<file path="src/rtl/rcc_cpu_lp_mode_ctrl.sv">
// Per-core low-power mode sequencer: turns WFI/SLEEPDEEP into cX_sleep /
// cX_deepsleep levels and orders deep-sleep entry/exit vs. the oscillator.
//
// Ports:
//   sys_clk, sys_rst_n  : clock, async active-low reset
//   cpu_sleeping        : core halted in WFI/WFE
//   cpu_sleepdeep       : core SLEEPDEEP request
//   cpu_wakeup          : wakeup event pending (level)
//   bus_idle            : core-domain bus masters idle
//   osc_rdy             : kernel oscillator stable
//   osc_timeout_clr     : clears the sticky osc_timeout flag
//   c_sleep             : cX_sleep to the gate logic
//   c_deepsleep         : cX_deepsleep to the gate logic
//   osc_off_req         : oscillator power-down request
//   cpu_clk_en          : core clock enable
//   lp_state            : current state code
//   entry_abort         : 1-cycle pulse, deep-sleep entry aborted
//   osc_timeout         : sticky, exit completed on timeout
module rcc_cpu_lp_mode_ctrl #(
    parameter int ENTRY_HOLD  = 4,
    parameter int OSC_TIMEOUT = 1024
) (
    input  logic       sys_clk,
    input  logic       sys_rst_n,
    input  logic       cpu_sleeping,
    input  logic       cpu_sleepdeep,
    input  logic       cpu_wakeup,
    input  logic       bus_idle,
    input  logic       osc_rdy,
    input  logic       osc_timeout_clr,
    output logic       c_sleep,
    output logic       c_deepsleep,
    output logic       osc_off_req,
    output logic       cpu_clk_en,
    output logic [2:0] lp_state,
    output logic       entry_abort,
    output logic       osc_timeout
);

    localparam int CNT_MAX =
        (ENTRY_HOLD > OSC_TIMEOUT) ? ENTRY_HOLD : OSC_TIMEOUT;
    localparam int CNT_W = $clog2(CNT_MAX) + 1;

    localparam logic [CNT_W-1:0] HOLD_LAST = CNT_W'(ENTRY_HOLD - 1);
    localparam logic [CNT_W-1:0] TMO_LAST  = CNT_W'(OSC_TIMEOUT - 1);

    typedef enum logic [2:0] {
        ST_RUN       = 3'd0,
        ST_SLEEP     = 3'd1,
        ST_DS_ENTRY  = 3'd2,
        ST_DS_GATE   = 3'd3,
        ST_DEEPSLEEP = 3'd4,
        ST_DS_EXIT   = 3'd5
    } state_t;

    state_t           state;
    state_t           state_nxt;
    logic [CNT_W-1:0] cnt;
    logic [CNT_W-1:0] cnt_nxt;
    logic [CNT_W-1:0] cnt_inc;
    logic             abort_nxt;
    logic             tmo_set;

    // Saturating increment: the counter never wraps.
    assign cnt_inc = (cnt == '1) ? cnt : cnt + 1'b1;

    always_comb begin
        state_nxt = state;
        cnt_nxt   = cnt;
        abort_nxt = 1'b0;
        tmo_set   = 1'b0;
        case (state)
            ST_RUN: begin
                if (!cpu_wakeup && cpu_sleeping) begin
                    if (cpu_sleepdeep) begin
                        state_nxt = ST_DS_ENTRY;
                        cnt_nxt   = '0;
                    end else begin
                        state_nxt = ST_SLEEP;
                    end
                end
            end
            ST_SLEEP: begin
                if (cpu_wakeup || !cpu_sleeping)
                    state_nxt = ST_RUN;
            end
            ST_DS_ENTRY: begin
                // Abort outranks the commit on the same cycle.
                if (cpu_wakeup || !cpu_sleeping) begin
                    state_nxt = ST_RUN;
                    abort_nxt = 1'b1;
                end else if (bus_idle) begin
                    if (cnt == HOLD_LAST)
                        state_nxt = ST_DS_GATE;
                    else
                        cnt_nxt = cnt_inc;
                end else begin
                    cnt_nxt = '0;
                end
            end
            ST_DS_GATE: begin
                state_nxt = ST_DEEPSLEEP;
            end
            ST_DEEPSLEEP: begin
                if (cpu_wakeup) begin
                    state_nxt = ST_DS_EXIT;
                    cnt_nxt   = '0;
                end
            end
            ST_DS_EXIT: begin
                cnt_nxt = cnt_inc;
                if (osc_rdy) begin
                    state_nxt = ST_RUN;
                end else if (cnt == TMO_LAST) begin
                    state_nxt = ST_RUN;
                    tmo_set   = 1'b1;
                end
            end
            default: begin
                state_nxt = ST_RUN;
            end
        endcase
    end

    // Outputs are decoded from the next state so they switch on the
    // same edge as the state register.
    always_ff @(posedge sys_clk or negedge sys_rst_n) begin
        if (!sys_rst_n) begin
            state       <= ST_RUN;
            cnt         <= '0;
            c_sleep     <= 1'b0;
            c_deepsleep <= 1'b0;
            osc_off_req <= 1'b0;
            cpu_clk_en  <= 1'b1;
            entry_abort <= 1'b0;
            osc_timeout <= 1'b0;
        end else begin
            state       <= state_nxt;
            cnt         <= cnt_nxt;
            c_sleep     <= (state_nxt != ST_RUN);
            c_deepsleep <= (state_nxt == ST_DS_GATE)
                        || (state_nxt == ST_DEEPSLEEP)
                        || (state_nxt == ST_DS_EXIT);
            osc_off_req <= (state_nxt == ST_DEEPSLEEP);
            cpu_clk_en  <= (state_nxt == ST_RUN);
            entry_abort <= abort_nxt;
            osc_timeout <= tmo_set
                        || (osc_timeout && !osc_timeout_clr);
        end
    end

    assign lp_state = state;

endmodule
</file>
<file path="config.mk">
export PLATFORM = sky130hd
export DESIGN_NAME = rcc_cpu_lp_mode_ctrl
export DESIGN_NICKNAME = d
export VERILOG_FILES = /design/src/rtl/rcc_cpu_lp_mode_ctrl.sv
export SDC_FILE = /design/constraint.sdc
export NUM_CORES = 1
export LEC_CHECK = 0
export ABC_AREA = 1
export CORE_MARGIN = 2
export CORE_UTILIZATION = 50
export DETAILED_ROUTE_END_ITERATION = 6
export PLACE_DENSITY = 0.78
export SYNTH_ARGS = -nofsm -noshare
export SYNTH_HDL_FRONTEND = slang
export SYNTH_SLANG_ARGS = --single-unit
</file>
<file path="constraint.sdc">
create_clock -name sys_clk -period 2.05 [get_ports sys_clk]
set_input_delay 0.41 -clock sys_clk [delete_from_list [all_inputs] [get_ports sys_clk]]
set_output_delay 0.41 -clock sys_clk [all_outputs]
set_load 0.05 [all_outputs]
</file>
# == Word level (Yosys, flattened, before mapping) ==
# Index checks and enable logic that the tools add are counted.
# classes
multipliers,0
n_reduce_logical,14
bitwise,0
muxes,23
eq_ne,16
shift,0
n_lt_le_gt_ge,0
n_addsub,1
n_div,0
# op_table
operator,n
11-bit two-way mux,7
11-bit one-hot mux with 4 select lines,1
3-bit two-way mux,8
3-bit one-hot mux with 6 select lines,1
3-bit equality test (second input constant),4
11-bit by 1-bit adder with 11-bit output (second input constant),1
11-bit by 10-bit equality test with 1-bit output (second input constant),1
11-bit equality test (second input constant),1
11-bit by 2-bit equality test with 1-bit output (second input constant),1
3-bit by 2-bit equality test with 1-bit output (second input constant),3
2-bit inequality test (second input constant),4
3-bit logical NOT,2
6-bit AND reduction,1
1-bit two-way mux,5
1-bit logical OR,4
4-bit nonzero test,1
3-bit by 1-bit equality test with 1-bit output (second input constant),1
1-bit logical NOT,3
3-bit inequality test (second input constant),1
3-bit nonzero test,1
1-bit logical AND,2
2-bit two-way mux,1
# word_totals
n_memories,0
reg_bits,20
mem_bits_ro,0
out_inout_bits,9
ramBits,0
latchBits,0

# == Longest topological paths before layout ==
# logic_depth
word_depth,8
mapped_depth,10
mapped_depth_nobuf,10

# == Least setup slack after synthesis ==
# No wires, ideal clock.
# synth_path
kind,reg2reg
from,"register state[1], in the netlist lp_state[1]"
to,register cnt[6]
slack_ns,0.447
t_required_ns,1.985
arrival_time_ns,1.538
path_stages_with_launch,10
period_less_slack_ns,1.603
path_cell_list,dfrtp_1 inv_2 nand2_1 nor2_1 nand2_1 nand2_2 nor2_4 buf_6 nand3_1 nand2_1
# synth_between
elab_chain_len,3
elab_cells_between_ends,12
classes_between,eq/ne (8); mux (1); reduce/logical (3)
# synth_lines
item,line_no,text
start: declaration,56,state_t state;
start signal: assignment,138,state <= state_nxt;
"3-bit by 2-bit equality test with 1-bit output, or another cell as far along",72,case (state)
"3-bit inequality test (no line), or another cell as far along",--,
6-bit AND reduction (no line),--,
end signal: assignment,139,cnt <= cnt_nxt;
end: declaration,58,logic [CNT_W-1:0] cnt;
# Several ways; a longest one is shown, not always the timed one.
# A chain may end at the register's enable or synchronous reset.

# == Final worst setup path ==
# layout_path
from,"register state[2], in the netlist lp_state[2]"
to,output lp_state[2]
# layout_rtl
item,line_no,text
end: declaration,35,"output logic [2:0] lp_state,"
# No word-level cell between the ends.

==> run_results.csv <==
group,metric,value,unit
outcome,status,"finished, final reports clean",
cts,cts_buffers,3,
route,antenna_left,0,
logic_synthesis,synth_top_family_by_area,"simple AND/OR/NAND/NOR gates",
setup_path,crit_family,"buffers and inverters",
setup_path,crit_chain,"clkdlybuf4s50_1",
cts,h-tree-depth,1,
logic_synthesis,async_reset_ff_share,100,%
floorplanning,io_pins,17,
floorplanning,die_w,56.7,microns
setup_path,path_buf_inv,1,
logic_synthesis,synth_top_area_cell,"dfrtp_1",
power,p_per_area,886,nW/um^2
global_route,antenna_found_initial,0,
route,drc,0,
timing,hold_viol,0,
timing,setup_violations,0,
place,io_buffers,16,
cts,cts_resized,0,
logic_synthesis,netlist_area,1390,sq um
timing,setup_tns,0,ns
route,viasPerCell,5.19,
power,clkPwrFrac,13.1,%
power,ir_drop,0.000904,V
logic_synthesis,synth_area_leaders,"dfrtp_1 (34%), nand2_1 (19%), nand3_1 (8.3%)",
power,combPwrFrac,50.7,%
setup_path,reg2reg_slack,0.32,ns
run,cap_viol_max_count,0,
timing,fin_crit_sh,95.4,%
power,switching_share,46.8,%
cells_and_area,final_cell_count_no_fill,254,
floorplanning,die-area,3220,sq um
floorplanning,core-area,2690,sq um
route,top_layer_used,"met4",
setup_path,reg2reg_depth,9,
timing,fmax,511,MHz
logic_synthesis,syn-instance-count,202,
cts,cts_tree,"done",
setup_path,cp.arrival,1.55,ns
logic_synthesis,synthFlopType,"dfrtp_1",
cts,clkLatencyLatePin,0.30,ns
logic_synthesis,avgSynthCellArea,6.88,sq um
floorplanning,start_util,51.7,%
route,num_vias,1318,
cts,clock-sinks,20,
global_route,grt_max_degree,21,
logic_synthesis,synth_simple_gate_area_share,47.7,%
cts,postCtsSetupBuffers,0,
cts,cts.path.max_buffers,2,
setup_path,path_max_fanout,4,
cells_and_area,nets,233,
setup_path,critical-path-slowest-cell,"clkdlybuf4s50_1",
route,met2WireLength,1320,microns
logic_synthesis,yosysMostFrequentCell,"nand2_1",
cells_and_area,drive_gt1_share,17.5,%
timing,fin_crit,1.96,ns
setup_path,timing.rr.start,"cnt[0]",
place,dp_cells,250,
min_path,hold_class,"in2async",
logic_synthesis,synthXorXnorAreaFrac,2.52,%
logic_synthesis,synth_compound_area_share,4.05,%
setup_path,r2r-end,"cnt[1]",
timing,rsz0062_at_grt,"no",
setup_path,slowest_delay,0.82,ns
cells_and_area,syn_to_final_growth,16.8,%
logic_synthesis,syn_nets,211,
place,dpl.hpwl,2280,microns
setup_path,critical_path_class,"reg2out",
timing,tightest_slew,0.515,ns
logic_synthesis,synth_common_cells,"nand2_1 (72), nand3_1 (23), dfrtp_1 (19)",
floorplanning,std_cell_rows,19,
logic_synthesis,yosys.area.top_type_share,34.2,%
cells_and_area,n_fill_cell,238,
global_route,overflow,0,
cells_and_area,diodes,0,
global_route,grt_pass1_vias,1277,
power,p_leak,0.846,nW
logic_synthesis,synth_edf_count,0,
global_route,grt_usage,21.7,%
timing,drv_slew,0,
route,route.met3.wl,116,microns
power,seqPwrFrac,36.2,%
power,power.internal,0.764,mW
cts,hold_buffers,0,
route,wl_per_cell,11.5,microns
route,wl_met1,1460,microns
setup_path,critPathRequiredTime,1.64,ns
power,p_sw,0.673,mW
cts,cts.clk_slew.worst_paths,0.11,ns
logic_synthesis,muxShareOfSynthArea,0,%
place,place.gp.congestion,0.880,
timing,fin_skew,0.00721,ns
route,drt_pass1_iterations,4,
cts,root_buffer,"clkbuf_4",
setup_path,start_kind,"flop",
logic_synthesis,synthDistinctLibCells,24,
logic_synthesis,ys_seq_elements,20,
timing,maxSlewHeadroom,65.6,%
setup_path,cp-end-kind,"primary output",
route,first_iter_violations,55,
logic_synthesis,yosys_warnings,0,
logic_synthesis,synthAdderAreaFrac,0.901,%
route,routed_wl,2930,microns
floorplanning,die_y,56.7,microns
global_route,grt_pass1_wl,5470,microns
logic_synthesis,ys_seq_area_share,36.1,%
worst reg2reg max path, cell delays in order (launching register included):
cell and delay (ns):
dfrtp_1 0.47, ha_1 0.28, nand2_1 0.13, nor2_4 0.18
nand3_2 0.20, nand2_1 0.13, nand4_1 0.09, nand2_1 0.08
nand2_1 0.05, nand2_1 0.06
per-stage QoR:
stage	hold WS [ns]	instance area, sq um	power (mW)	util (%)	setup WS [ns]
2_1_floorplan	0.114	1390	1.06	-	0.447
3_5_place_dp	0.537	1590	1.25	59.2	0.137
4_1_cts	0.444	1620	1.45	60.1	0.0266
3_3_place_gp	0.522	1590	1.25	59.2	0.188
5_1_grt	0.451	1620	1.54	60.4	0.0294
6_report	0.433	1620	1.44	60.4	0.0936
layer usage:
metal	global-route usage [%]	up-vias
met1	31.0	602
met2	33.4	29
li1	-	682
met4	8.16	0
met3	2.76	5
met5	0	-
power by group through the flow:
stage          Clock, mW  Combinational [mW]  Sequential (mW)
3_5_place_dp           0               0.730            0.525
5_1_grt            0.222               0.788            0.527
2_1_floorplan          0               0.343            0.716
4_1_cts            0.199               0.732            0.519
6_report           0.189               0.728            0.520
3_3_place_gp           0               0.721            0.526
state kept, by name, summed over array words and instances, names as in the netlist:
| register | count |
|---|---|
| lp_state | 3 |
| osc_off_req | 1 |
| c_deepsleep | 1 |
| c_sleep | 1 |
| cnt | 11 |
| osc_timeout | 1 |
| cpu_clk_en | 1 |
| entry_abort | 1 |
how the worst max path moves through the flow:
stage / endpoint / start / cells past startpoint
after floorplan: cnt[6] / lp_state[1] / 9
after global placement: cnt[8] / cpu_wakeup / 11
after detailed placement: cnt[2] / cpu_wakeup / 11
after CTS: lp_state[1] / lp_state[1] / 1
after global routing: lp_state[2] / lp_state[2] / 1
final: lp_state[2] / lp_state[2] / 1
final cells by class:
class,count,area (sq um),share of cell area [%]
clock buffer,4,26.3,1.62
inverter,28,105,6.48
tap,31,38.8,2.39
sequential,20,502,30.9
multi-input combinational,152,771,47.5
timing repair buffer,19,180,11.1
kinds of logic (layout without fill, tap and decap cells):
group	after synthesis	count (layout)
AOI/OAI and AO/OA	9	9
xor gates and xnor gates	4	4
adders and majority gates	1	1
buffers and inverters	30	51
DFF	20	20
and+or+nand+nor	138	138
placed cells by master, fill, tap and decap left out:
cell / instances
nand2_1: 72
nand3_1: 23
dfrtp_1: 19
inv_1: 17
nor2_1: 16
clkdlybuf4s50_1: 13
inv_2: 11
nand4_1: 8
nor2_4: 5
buf_4: 5
nand3_2: 4
xor2_1: 4
nor2_2: 3
o21ai_0: 3
nand2_2: 3
o21ai_1: 3
clkbuf_4: 3
nor3_1: 2
nor3_2: 1
nand3_4: 1
a21oi_2: 1
o32ai_1: 1
o21ai_2: 1
ha_1: 1
clkbuf_1: 1
dfstp_2: 1
dlymetal6s2s_1: 1
No activity file was read; power rests on OpenSTA's default activity.
